**config.mk**
```make
export PLATFORM = sky130hd
export DESIGN_NAME = implication_writeback
export DESIGN_NICKNAME = d
export VERILOG_FILES = /design/src/rtl/sat_pkg.sv /design/src/rtl/impl_fifo.sv /design/src/rtl/implication_writeback.sv
export SDC_FILE = /design/constraint.sdc
export NUM_CORES = 1
export LEC_CHECK = 0
export ABC_AREA = 1
export CORE_AREA = 2 2 92 94
export DETAILED_ROUTE_END_ITERATION = 8
export DIE_AREA = 0 0 94 96
export PLACE_DENSITY = 0.89
export SETUP_SLACK_MARGIN = 0.05
export SKIP_LAST_GASP = 1
export SYNTH_ARGS = -nofsm -noshare
export SYNTH_HDL_FRONTEND = slang
export SYNTH_HIERARCHICAL = 1
export SYNTH_SLANG_ARGS = --single-unit
```
**constraint.sdc**
```tcl
create_clock -name clock -period 4.98 [get_ports clock]
set_clock_uncertainty 0.1 [all_clocks]
set_input_delay 0.747 -clock clock [delete_from_list [all_inputs] [get_ports clock]]
set_output_delay 0.747 -clock clock [all_outputs]
set_load 0.005 [all_outputs]
```
**src/rtl/sat_pkg.sv**
```systemverilog
// Shared types and constants for the DPLL solver implication path
// (variable ids, queued implications and the writeback FSM states).
package sat_pkg;

  localparam int NUM_VARIABLE   = 128;
  localparam int VARIABLE_INDEX = $clog2(NUM_VARIABLE) - 1;
  localparam int QUEUE_DEPTH    = 8;
  localparam int LEVEL_WIDTH    = 8;

  typedef logic [VARIABLE_INDEX:0] var_id_t;

  typedef struct packed {
    var_id_t variable;
    logic    val;
  } implication_t;

  typedef enum logic [1:0] {
    IDLE,
    LOOKUP,
    CHECK,
    CONFLICT
  } wb_state_e;

endpackage

```
**src/rtl/impl_fifo.sv**
```systemverilog
// Synchronous FIFO of implications. The pointers carry one extra wrap bit,
// so full and empty can be told apart without a separate occupancy counter.
module impl_fifo
  import sat_pkg::*;
#(
  parameter int DEPTH = QUEUE_DEPTH
) (
  input  logic         clock,
  input  logic         reset_n,
  input  logic         push,
  input  logic         pop,
  input  logic         flush,
  input  implication_t push_data,
  output implication_t head,
  output logic         full,
  output logic         empty
);

  localparam int ADDR_W = $clog2(DEPTH);
  localparam int PTR_W  = ADDR_W + 1;
  localparam logic [PTR_W-1:0] PTR_ONE = PTR_W'(1);

  logic [PTR_W-1:0] wr_ptr;
  logic [PTR_W-1:0] rd_ptr;
  implication_t     mem [DEPTH];
  logic             do_push;
  logic             do_pop;

  assign empty   = (wr_ptr == rd_ptr);
  assign full    = (wr_ptr[ADDR_W] != rd_ptr[ADDR_W]) &&
                   (wr_ptr[ADDR_W-1:0] == rd_ptr[ADDR_W-1:0]);
  assign do_push = push && !full;
  assign do_pop  = pop && !empty;
  assign head    = mem[rd_ptr[ADDR_W-1:0]];

  always_ff @(posedge clock) begin
    if (!reset_n || flush) begin
      wr_ptr <= '0;
      rd_ptr <= '0;
    end else begin
      if (do_push) wr_ptr <= wr_ptr + PTR_ONE;
      if (do_pop)  rd_ptr <= rd_ptr + PTR_ONE;
    end
  end

  // Storage is not reset; an entry is only ever read after it was written.
  always_ff @(posedge clock) begin
    if (reset_n && !flush && do_push) mem[wr_ptr[ADDR_W-1:0]] <= push_data;
  end

endmodule

```
**src/rtl/implication_writeback.sv**
```systemverilog
// Drains queued unit-clause implications into the variable state table and trail,
// dropping duplicates and flagging conflicts. IMPL_STATS_EN adds write/dup counters.
module implication_writeback
  import sat_pkg::*;
(
  input  logic                    clock,
  input  logic                    reset_n,
  input  logic                    imp_valid,
  input  logic [VARIABLE_INDEX:0] imp_variable,
  input  logic                    imp_val,
  output logic                    imp_ready,
  input  logic [LEVEL_WIDTH-1:0]  cur_level,
  input  logic                    flush,
  output logic [VARIABLE_INDEX:0] vst_rd_addr,
  input  logic                    vst_rd_unassign,
  input  logic                    vst_rd_val,
  output logic                    vst_wr_en,
  output logic [VARIABLE_INDEX:0] vst_wr_addr,
  output logic                    vst_wr_val,
  output logic [LEVEL_WIDTH-1:0]  vst_wr_level,
  output logic                    trail_push,
  output logic [VARIABLE_INDEX:0] trail_variable,
  output logic                    conflict,
  output logic [VARIABLE_INDEX:0] conflict_variable,
  output logic                    idle,
  output logic [15:0]             stat_written,
  output logic [15:0]             stat_dup
);

  wb_state_e    state;
  wb_state_e    next_state;
  implication_t head;
  implication_t push_data;
  logic         fifo_full;
  logic         fifo_empty;
  logic         push;
  logic         pop;
  logic         write_now;
  logic         conflict_set;

  assign imp_ready = !fifo_full && (state != CONFLICT) && !flush;
  assign push      = imp_valid && imp_ready;
  assign push_data = '{variable: imp_variable, val: imp_val};
  assign idle      = fifo_empty && (state == IDLE);

  impl_fifo #(.DEPTH(QUEUE_DEPTH)) u_fifo (
    .clock     (clock),
    .reset_n   (reset_n),
    .push      (push),
    .pop       (pop),
    .flush     (flush),
    .push_data (push_data),
    .head      (head),
    .full      (fifo_full),
    .empty     (fifo_empty)
  );

  always_ff @(posedge clock) begin
    if (!reset_n) state <= IDLE;
    else          state <= next_state;
  end

  always_comb begin
    next_state   = state;
    pop          = 1'b0;
    write_now    = 1'b0;
    conflict_set = 1'b0;
    vst_rd_addr  = '0;
    case (state)
      IDLE: begin
        if (!fifo_empty) begin
          vst_rd_addr = head.variable;
          next_state  = LOOKUP;
        end
      end
      LOOKUP: begin
        vst_rd_addr = head.variable;
        next_state  = CHECK;
      end
      CHECK: begin
        vst_rd_addr = head.variable;
        if (vst_rd_unassign) begin
          write_now  = 1'b1;
          pop        = 1'b1;
          next_state = IDLE;
        end else if (vst_rd_val == head.val) begin
          pop        = 1'b1;
          next_state = IDLE;
        end else begin
          conflict_set = 1'b1;
          next_state   = CONFLICT;
        end
      end
      CONFLICT: next_state = CONFLICT;
      default:  next_state = IDLE;
    endcase
    // A write racing a backtrack or reset must never reach the table.
    if (flush || !reset_n) begin
      next_state   = IDLE;
      pop          = 1'b0;
      write_now    = 1'b0;
      conflict_set = 1'b0;
    end
  end

  assign vst_wr_en      = write_now;
  assign vst_wr_addr    = write_now ? head.variable : '0;
  assign vst_wr_val     = write_now && head.val;
  assign vst_wr_level   = write_now ? cur_level : '0;
  assign trail_push     = write_now;
  assign trail_variable = write_now ? head.variable : '0;

  always_ff @(posedge clock) begin
    if (!reset_n || flush) begin
      conflict          <= 1'b0;
      conflict_variable <= '0;
    end else if (conflict_set) begin
      conflict          <= 1'b1;
      conflict_variable <= head.variable;
    end
  end

`ifdef IMPL_STATS_EN
  logic        dup_drop;
  logic [15:0] written_count;
  logic [15:0] dup_count;

  assign dup_drop = pop && !write_now;

  // Counters survive a backtrack; only reset clears them.
  always_ff @(posedge clock) begin
    if (!reset_n) begin
      written_count <= '0;
      dup_count     <= '0;
    end else begin
      if (write_now && written_count != 16'hFFFF) written_count <= written_count + 16'd1;
      if (dup_drop && dup_count != 16'hFFFF)      dup_count     <= dup_count + 16'd1;
    end
  end

  assign stat_written = written_count;
  assign stat_dup     = dup_count;
`else
  assign stat_written = '0;
  assign stat_dup     = '0;
`endif

endmodule

```
### After elaboration in Yosys (flattened, before gate mapping)

Memories as Yosys holds them, arrays and structs flattened. A register that Yosys moved wholly into a read port is not among the register bits.
Cells that the tools add are included.

* flip-flop bits (word level): 18
* memory bits (writable): 64
* input port bits: 22
* output and inout bits: 74
* logic and storage cells: 59
* memories: 1

Memories
* u_fifo.mem: depth 8, width 8, rd ports 1, clocked after Yosys merged registers in 1, write ports 1, RTL line impl_fifo.sv:25 `implication_t mem [DEPTH];`

* $add $sub $neg: 2
* eq/ne operators: 9
* mux-type cells: 23
* bitwise operators: 1
* reductions and logical operators: 18

Operators with widths (number)
* 7-bit two-way mux: 2
* 7-bit one-hot mux with 2 select lines: 1
* 1-bit two-way mux: 13
* 1-bit logical AND: 10
* 4-bit by 1-bit adder with 4-bit output, second input constant: 2
* 8-bit two-way mux: 1
* 2-bit one-hot mux with 4 select lines: 1
* 2-bit two-way mux: 3
* 3-bit two-way mux: 2
* 2-bit equality test, second input constant: 2
* 4-bit equality test: 1
* 1-bit zero test: 4
* 2-bit inequality test, second input constant: 2
* 2-bit OR reduction: 2
* 3-bit equality test: 1
* 2-bit by 1-bit equality test with 1-bit output, second input constant: 1
* 2-bit zero test: 1
* 1-bit equality test: 1
* 1-bit logical OR: 1
* 1-bit inequality test: 1
* 1-bit inverter: 1

### Logic depth before layout (Yosys ltp)

Gate-level depths: netlist of the first run.

* word-level depth: 10
* gate-level depth with buffers: 17
* gate-level depth less buffers: 15

### Hierarchy

The synthesis of the first run kept the hierarchy.

Modules (own cells, without submodules)
* impl_fifo: instances 1, cells an instance 302, area each 3144.3 um2, sequential area each 2142.1 um2
* implication_writeback: instances 1, cells an instance 170, area each 1144.8 um2, sequential area each 200.2 um2

### Least setup slack after synthesis of the first run

OpenSTA, ideal clock, no wires.

* path kind: reg2reg
* from: register u_fifo.wr_ptr[0]
* to: memory u_fifo/mem[0][0] in the netlist's numbering (enable)
* library setup time: 0.370 ns
* arrival: 1.880 ns
* data required time: 4.510 ns
* setup slack: 2.630 ns
* cell stages (with the launch flop): 12
* buffers on the path: 0
* clock period less this slack: 2.350 ns
* cells stage by stage: dfxtp_1 -> inv_2 -> nand2_1 -> nand2_2 -> nand4_4 -> inv_1 -> nor3_1 -> and2_1 -> nand2_2 -> inv_2 -> nand2_2 -> nor2_1

* word-level cells in the longest chain between the ends: 10

RTL lines
* from (decl): RTL line impl_fifo.sv:23 `logic [PTR_W-1:0] wr_ptr;`
* from (signal assigned): RTL line impl_fifo.sv:41 `if (do_push) wr_ptr <= wr_ptr + PTR_ONE;`
* 3-bit equality test: RTL line impl_fifo.sv:31 `(wr_ptr[ADDR_W-1:0] == rd_ptr[ADDR_W-1:0]);`
* 1-bit logical AND: RTL line impl_fifo.sv:30 `assign full = (wr_ptr[ADDR_W] != rd_ptr[ADDR_W]) &&`
* via fifo_full: RTL line implication_writeback.sv:34 `logic fifo_full;`
* 1-bit zero test: RTL line implication_writeback.sv:41 `assign imp_ready = !fifo_full && (state != CONFLICT) && !flush;`
* 1-bit logical AND (2 in a row): RTL line implication_writeback.sv:41
* via imp_ready: RTL line implication_writeback.sv:11 `output logic imp_ready,`
* 1-bit logical AND: RTL line implication_writeback.sv:42 `assign push = imp_valid && imp_ready;`
* via push: RTL line implication_writeback.sv:36 `logic push;`
* 1-bit logical AND: RTL line impl_fifo.sv:32 `assign do_push = push && !full;`
* 1-bit logical AND: RTL line impl_fifo.sv:48 `if (reset_n && !flush && do_push) mem[wr_ptr[ADDR_W-1:0]] <= push_data;`
* 1-bit two-way mux: RTL line impl_fifo.sv:48
* 1-bit two-way mux (not written as such): RTL line impl_fifo.sv:48
* to (decl): RTL line impl_fifo.sv:25

The timed path passes the listed nets, and every way through them passes these cells.

==> Flow_metrics.wiki, run 1 <==
{| class="wikitable"
! Metric !! Value
|-
| Syn_area_per_cell || 9.09 µm²
|-
| Routed wire length || 8720 µm
|-
| Num rows || 33
|-
| Max Freq || 276 MHz
|-
| Worst vdd ir || 141 µV
|-
| Synth Warn # || 6
|-
| Global Route met3 Usage || 3.68%
|-
| Initial DRC Count || 312
|-
| Net switching share of the total power || 20.8%
|-
| CTS tree || done
|-
| Hold slack final || 0.361 ns
|-
| Peak fanout along the critical path || 19
|-
| Post-DP HPWL || 6210 µm
|-
| Met1 capacity usage during global routing || 22.5%
|-
| Share of the synthesized area in compound gates (AO/OA/AOI/OAI) || 7.64%
|-
| Max H-tree Level || 3
|-
| Placed cells || 618
|-
| Crit path buf inv count || 3
|-
| Final std cells w/o fill || 634
|-
| Via count of the first global-routing pass || 2994
|-
| Max stage delay cell, worst path || sky130_fd_sc_hd__dfxtp_1
|-
| Dominant cells by area after synthesis || sky130_fd_sc_hd__edfxtp_1 (45%), sky130_fd_sc_hd__dfxtp_1 (9.8%), sky130_fd_sc_hd__buf_4 (7.0%), sky130_fd_sc_hd__nor2_1 (6.8%), sky130_fd_sc_hd__nand2_1 (6.1%)
|-
| Count of state elements after synthesis || 85
|-
| Simple-gate portion of the synthesized area || 22.1%
|-
| Seq pwr share || 58.4%
|-
| Clock Path Buffers || 2
|-
| Internal power component || 1.04 mW
|-
| Number of distinct library cells after synthesis || 27
|-
| Run status || completed
|-
| Combinational fraction of design power || 5.8%
|-
| Net switching power of the design || 0.272 mW
|-
| Count of final setup violators || 0
|-
| Combinational family with the most area after synthesis || simple AND/OR/NAND/NOR gates
|-
| Ratio of cells with drive above 1 in the final layout || 10.0%
|-
| Max-cap violations || 0
|-
| Global-route met2 utilization || 35.8%
|-
| Final antenna diode count || 0
|-
| Startpoint types || flop
|-
| Overall Power || 1.31 mW
|-
| Headroom to the max-slew limit || 35.1%
|-
| Post-synthesis share of cell area spent on full adders, half adders and majority gates || 2.04%
|-
| Initial antenna violation count || 0
|-
| Router iterations before antenna repair || 4
|-
| Number of flops mapped to enable cells by yosys || 64
|-
| Routed WL per cell || 13.7 µm
|-
| Wire length of the first global-routing pass || 13600 µm
|-
| GRT Overall Usage || 20.0%
|-
| Synth top area share || 44.8%
|-
| Clock latency at the later pin of the worst-skew pair || 0.35 ns
|-
| Reg clk slew, reported paths || 0.08 ns
|-
| Worst setup path category || flop to output pin
|-
| Share of power burned in the clock network || 35.8%
|-
| Tcrit/Tclk final || 72.7%
|-
| Vias after detailed routing || 3181
|-
| Gr ovfl total || 0
|-
| Number of nets still failing antenna checks after routing || 0
|-
| Routing layer with the top usage in global route || met2
|-
| Initial cell density of the core || 53.3%
|-
| Die height || 96 µm
|-
| Vias per cell || 5.02
|-
| Number of hold buffers added after CTS || 0
|-
| Power Density || 262 nW/µm²
|-
| Number of hold-slack violations in the final timing report || 0
|-
| Top-level port count || 96
|-
| CP top delay family || buffers and inverters
|-
| Delay of the slowest critical-path stage || 0.65 ns
|-
| Multiplexer share of the synthesized area || 0%
|-
| Most used DFF post-synth || sky130_fd_sc_hd__edfxtp_1
|-
| Setup bufs post-CTS || 0
|-
| Remaining routing DRC violations || 0
|-
| DIE WIDTH || 94 µm
|-
| Clock period minus final worst setup slack || 3.62 ns
|-
| Post-synthesis share of cell area spent on xor and xnor gates || 0%
|-
| Final layout net count || 553
|-
| Number of buffers added on ports || 63
|-
| Proportion of synthesized flip-flops having asynchronous set or reset || 0%
|-
| Type of element capturing the critical path || output pin
|-
| Transition at the pin with the smallest max-transition slack || 0.972 ns
|-
| Core area || 8050 µm²
|-
| Number of pins with negative max-slew slack in the final report || 0
|-
| Arrival time of the worst setup path || 2.77 ns
|-
| Setup TNS || 0 ns
|-
| Mapped Area || 4290 µm²
|-
| Leakage dissipation || 2.00 nW
|-
| Cell type contributing the most total cell area after synthesis || sky130_fd_sc_hd__edfxtp_1
|-
| Overall die area || 9020 µm²
|-
| Data required time at the worst endpoint || 4.13 ns
|-
| Root buffer cell || sky130_fd_sc_hd__clkbuf_8
|-
| Mapped Cells || 472
|-
| Hold/Removal Path Class || flop to flop
|-
| Layout Area Growth over Synthesis || 16.3%
|-
| Setup repair after global routing missed its margin || no
|-
| Post-CTS sizing || 0
|-
| Pin count of the biggest net entering global routing || 33
|-
| Sinks on Clock Net || 85
|-
| TritonCTS buffer count || 9
|-
| Sequential cell area fraction in the yosys report || 54.6%
|-
| Critical Path, Cell by Cell || buf_4, nor2_1, nor2_1, o21ai_0, o21ai_1, nand2_1, nand2_1, inv_1, nor3_1, clkdlybuf4s50_1
|-
| Final RePlAce weighted congestion || 0.819
|}
## worst reg2reg max path, delay by kind of cell, from the launching register on
family | cells | cell delay (ns)
flops | 1 | 0.96
compound gates | 2 | 0.41
simple gates | 11 | 1.50
## logic make-up (layout without fill, tap and decap cells)
kind of cell / after synthesis / count (layout)
and+or+nand+nor: 207 / 207
buffers and inverters: 108 / 134
adders and majority gates: 7 / 7
other: 1 / 32
AOI/OAI and AO/OA: 64 / 64
DFF: 85 / 85
## per-stage QoR
step / instance area [µm²] / util, % / setup WS (ns)
6_report: 4990 / 62.0 / 1.36
5_1_grt: 4990 / 62.0 / 1.12
4_1_cts: 4990 / 62.0 / 1.34
3_5_place_dp: 4800 / 59.6 / 1.59
3_3_place_gp: 4800 / 59.6 / 1.67
2_1_floorplan: 4410 / - / 2.63
## routing by layer
metal / vias to the layer above / wire [µm]
li1: 1553 / -
met1: 1470 / 3270
met2: 139 / 4680
met3: 19 / 562
met4: 0 / 204
met5: - / 0
## final cells by class
class	count	area [µm²]
Fill cell	645	3060
Sequential cell	85	2340
Multi-Input combinational cell	310	1480
Timing Repair Buffer	64	638
Inverter	54	203
Clock buffer	11	141
Tap cell	105	131
Clock inverter	5	51.3
## sequential cells by signal, indices dropped and copies added (netlist names), named ones only
name,count
conflict,1
conflict_variable,7
state,2
u_fifo/mem,64
u_fifo/rd_ptr,4
u_fifo/wr_ptr,4
## power groups by stage
stage	combinational, mW	sequential [mW]	clock, mW
after floorplan	0.0548	0.780	0
after global placement	0.0721	0.780	0
after detailed placement	0.0749	0.780	0
after CTS	0.0753	0.764	0.473
after global routing	0.0854	0.764	0.495
final	0.0759	0.764	0.468
## synth_stat cells, types with 9 or more instances
cell type and count:
sky130_fd_sc_hd__buf_4 40, sky130_fd_sc_hd__dfxtp_1 21, sky130_fd_sc_hd__a21oi_1 14, sky130_fd_sc_hd__nor3_1 9, sky130_fd_sc_hd__nand2_2 9, sky130_fd_sc_hd__nor2_2 13
sky130_fd_sc_hd__o21ai_0 37, sky130_fd_sc_hd__nand3_1 18, sky130_fd_sc_hd__nand2_1 70, sky130_fd_sc_hd__inv_1 48, sky130_fd_sc_hd__o21ai_1 11, sky130_fd_sc_hd__edfxtp_1 64
sky130_fd_sc_hd__nor2_1 78
## worst paths after layout
kind              slack (ns)                to      from  cells after the start
setup / recovery        1.36    vst_rd_addr[4]      flop                     10
hold / removal          0.36          conflict  conflict                      2
setup reg to reg        1.88  u_fifo/rd_ptr[3]      flop                     13
hold reg to reg         0.36          conflict  conflict                      2
## cell usage in the layout (no fill, tap or decap), types with 2 or more instances in the layout
| cell | count |
|---|---|
| sky130_fd_sc_hd__nor2_1 | 78 |
| sky130_fd_sc_hd__nand2_1 | 70 |
| sky130_fd_sc_hd__edfxtp_1 | 64 |
| sky130_fd_sc_hd__clkdlybuf4s50_1 | 63 |
| sky130_fd_sc_hd__inv_1 | 48 |
| sky130_fd_sc_hd__o21ai_0 | 37 |
| sky130_fd_sc_hd__conb_1 | 32 |
| sky130_fd_sc_hd__dfxtp_1 | 21 |
| sky130_fd_sc_hd__nand3_1 | 18 |
| sky130_fd_sc_hd__a21oi_1 | 14 |
| sky130_fd_sc_hd__nor2_2 | 13 |
| sky130_fd_sc_hd__o21ai_1 | 11 |
| sky130_fd_sc_hd__clkbuf_8 | 10 |
| sky130_fd_sc_hd__nor3_1 | 9 |
| sky130_fd_sc_hd__nand2_2 | 9 |
| sky130_fd_sc_hd__ha_1 | 7 |
| sky130_fd_sc_hd__inv_2 | 6 |
| sky130_fd_sc_hd__nand3_2 | 3 |
| sky130_fd_sc_hd__nand2_4 | 2 |
| sky130_fd_sc_hd__a21oi_2 | 2 |
| sky130_fd_sc_hd__clkinv_2 | 2 |
Power figures use the tool's default switching activity.
==> run 2: changes to the inputs <==
--- a/config.mk
+++ b/config.mk
@@ -6,10 +6,10 @@
 export NUM_CORES = 1
 export LEC_CHECK = 0
 export ABC_AREA = 1
-export CORE_AREA = 2 2 92 94
+export CORE_AREA = 2 2 100 102
 export DETAILED_ROUTE_END_ITERATION = 8
-export DIE_AREA = 0 0 94 96
-export PLACE_DENSITY = 0.89
+export DIE_AREA = 0 0 102 104
+export PLACE_DENSITY = 0.81
 export SETUP_SLACK_MARGIN = 0.05
 export SKIP_LAST_GASP = 1
 export SYNTH_ARGS = -nofsm -noshare
==> constraint.sdc (replaced) <==
create_clock -name clock -period 3.03 [get_ports clock]
set_clock_uncertainty 0.1 [all_clocks]
set_input_delay 0.4545 -clock clock [delete_from_list [all_inputs] [get_ports clock]]
set_output_delay 0.4545 -clock clock [all_outputs]
set_load 0.005 [all_outputs]
==> run 2 against run 1 <==
Final cell count increased by 6.5%. Combinational power increased by 71%. Non-clock buffer count increased by 13. Critical endpoint is now vst_rd_addr[6].
==> Flow_metrics.wiki, run 2 (synthesis gave the netlist of run 1 again) <==
{| class="wikitable"
! Metric !! Value
|-
| Worst vdd ir || 252 µV (+78%)
|-
| Commonest non-fill, non-tap cell in the layout || sky130_fd_sc_hd__nor2_1
|-
| Met3 wire len || 657 µm (+17%)
|-
| Highest-count cells in the layout ignoring fill and taps || sky130_fd_sc_hd__nor2_1 (77), sky130_fd_sc_hd__nand2_1 (70), sky130_fd_sc_hd__edfxtp_1 (64), sky130_fd_sc_hd__clkdlybuf4s50_1 (63), sky130_fd_sc_hd__inv_1 (48)
|-
| Startpoint types || flop
|-
| Combined flip-flop and latch cell area || 2350 µm² (+0.21%)
|-
| Clock Path Buffers || 2 (unchanged)
|-
| Number of nets still failing antenna checks after routing || 0 (unchanged)
|-
| Clock period minus final worst setup slack || 2.82 ns
|-
| Die height || 104 µm (+8.3%)
|-
| Setup repair after global routing missed its margin || yes
|-
| Initial antenna violation count || 0 (unchanged)
|-
| Peak fanout along the critical path || 18 (-1)
|-
| Clock latency at the later pin of the worst-skew pair || 0.35 ns (about the same)
|-
| Max Freq || 354 MHz
|-
| Hold slack final || 0.353 ns (-0.00753 ns)
|-
| Vias after detailed routing || 3271 (+2.8%)
|-
| Max-cap violations || 0 (unchanged)
|-
| Number of buffers added on ports || 63 (unchanged)
|-
| Post-DP HPWL || 6610 µm (+6.4%)
|-
| Remaining routing DRC violations || 0 (unchanged)
|-
| Initial DRC Count || 175 (-44%)
|-
| Net switching power of the design || 0.467 mW (+72%)
|-
| Final antenna diode count || 0 (unchanged)
|-
| Pin count of the biggest net entering global routing || 33 (unchanged)
|-
| Seq pwr share || 58.3% (about the same)
|-
| Power Density || 419 nW/µm² (+60%)
|-
| Arrival time of the worst setup path || 2.27 ns (-0.50 ns)
|-
| Net switching share of the total power || 21.7% (+0.90 points)
|-
| Count of final setup violators || 0 (unchanged)
|-
| Data required time at the worst endpoint || 2.48 ns (-1.65 ns)
|-
| Routed wire length || 9400 µm (+7.8%)
|-
| Combinational fraction of design power || 6.0% (+0.2 points)
|-
| Worst-case setup margin in the final layout || 0.209 ns (-1.15 ns)
|-
| Final RePlAce weighted congestion || 0.826 (+0.83%)
|-
| Routed WL per cell || 13.9 µm (+1.2%)
|-
| Tcrit/Tclk final || 93.1%
|-
| Root buffer cell || sky130_fd_sc_hd__clkbuf_8
|-
| Internal power component || 1.69 mW (+63%)
|-
| Reg clk slew, reported paths || 0.08 ns (about the same)
|-
| Overall die area || 10600 µm² (+18%)
|-
| Type of element capturing the critical path || output pin
|-
| Layout Area Growth over Synthesis || 20.0%
|-
| Num rows || 36 (+9.1%)
|-
| Top layer used by detailed routing || met4
|-
| Top-level port count || 96 (unchanged)
|-
| CTS tree || done
|-
| Placed cells || 659 (+6.6%)
|-
| Number of pins with negative max-slew slack in the final report || 0 (unchanged)
|-
| Vias per cell || 4.85 (-3.4%)
|-
| Ratio of cells with drive above 1 in the final layout || 13.3% (+3.3 points)
|-
| DIE WIDTH || 102 µm (+8.5%)
|-
| Max H-tree Level || 3 (unchanged)
|-
| Run status || completed
|-
| Router iterations before antenna repair || 4 (unchanged)
|-
| Initial cell density of the core || 44.9% (-8.4 points)
|-
| Share of power burned in the clock network || 35.7% (about the same)
|-
| GRT Overall Usage || 18.1% (-2.0 points)
|-
| Final std cells w/o fill || 675 (+6.5%)
|-
| Leakage dissipation || 2.07 nW (+3.9%)
|-
| Sinks on Clock Net || 85 (unchanged)
|-
| Area of the multi-input gates || 1500 µm² (+1.3%)
|-
| TritonCTS buffer count || 9 (unchanged)
|-
| Number of hold-slack violations in the final timing report || 0 (unchanged)
|-
| Metal2 WL || 4690 µm (+0.19%)
|-
| Fill cell count || 857 (+33%)
|-
| Flip-flop count of the largest register after layout || 64 (unchanged)
|-
| Gr ovfl total || 0 (unchanged)
|-
| Worst-case setup slack after placement || 0.362 ns (-1.23 ns)
|-
| Final layout net count || 566 (+2.4%)
|-
| Setup TNS || 0 ns (unchanged)
|-
| Core area || 9550 µm² (+19%)
|-
| Wire length of the first global-routing pass || 14800 µm (+8.8%)
|-
| Via count of the first global-routing pass || 3124 (+4.3%)
|-
| Routed length on met1 || 3830 µm (+17%)
|-
| Hold/Removal Path Class || flop to flop
|-
| Worst setup path category || flop to output pin
|-
| Overall Power || 2.16 mW (+65%)
|}
## run 2: cell count changes in the layout (fill, tap and decap cells not counted), sizes merged
cell,change
clkinvlp,-1
buf,+13
clkbuf,+1
## run 2: worst max-delay path: stages, from the launching register on
cell and delay (ns):
sky130_fd_sc_hd__dfxtp_2 0.38, sky130_fd_sc_hd__buf_6 0.18, sky130_fd_sc_hd__nor2_1 0.07, sky130_fd_sc_hd__nor2_1 0.08, sky130_fd_sc_hd__o21ai_0 0.08, sky130_fd_sc_hd__o21ai_0 0.09
sky130_fd_sc_hd__nand2_1 0.09, sky130_fd_sc_hd__nand2_1 0.10, sky130_fd_sc_hd__inv_1 0.12, sky130_fd_sc_hd__nor3_2 0.19, sky130_fd_sc_hd__clkdlybuf4s50_1 0.51
## run 2: worst paths after layout
| path | startpoint | to | slack [ns] | cells after the start |
|---|---|---|---|---|
| setup reg to reg | u_fifo/rd_ptr[0] | u_fifo/mem[0][3] | 0.56 | 12 |
| hold reg to reg | conflict | conflict | 0.35 | 2 |
| setup / recovery | flop | vst_rd_addr[6] | 0.21 | 10 |
| hold / removal | conflict | conflict | 0.35 | 2 |
## run 2: per-layer routing
layer,global-route usage [%],vias to the layer above
li1,-,1581
met4,7.62,0
met3,3.29,17
met1,22.0,1522
met2,30.9,151
met5,0,-
## run 2: power groups by stage
stage	Combinational (mW)	Sequential [mW]	Clock, mW
final	0.130	1.26	0.770
after global placement	0.122	1.28	0
after floorplan	0.0901	1.28	0
after detailed placement	0.126	1.28	0
after global routing	0.146	1.26	0.827
after CTS	0.128	1.26	0.783
## run 2: timing repair
| action | CTS | global route |
|---|---|---|
| pin swaps | 0 | 0 |
| setup endpoints to repair | 8 | 14 |
| hold buffers | 0 | 0 |
| setup buffers | 0 | 0 |
| gates resized for setup | 2 | 9 |
## run 2: final cells by class
cell class	instances	share of cell area, %
timing repair buffer	77	14.4
inverter	54	3.99
clock inverter	4	0.948
sequential	85	45.6
clock buffer	12	2.63
multi-input combinational	310	29.2
tap	133	3.23
## run 2: metrics by stage
stage / utilization, % / instance area [µm²]
after CTS: 53.6 / 5120
after global routing: 53.9 / 5150
after global placement: 51.6 / 4930
after detailed placement: 51.6 / 4930
after floorplan: - / 4410
final: 53.9 / 5150
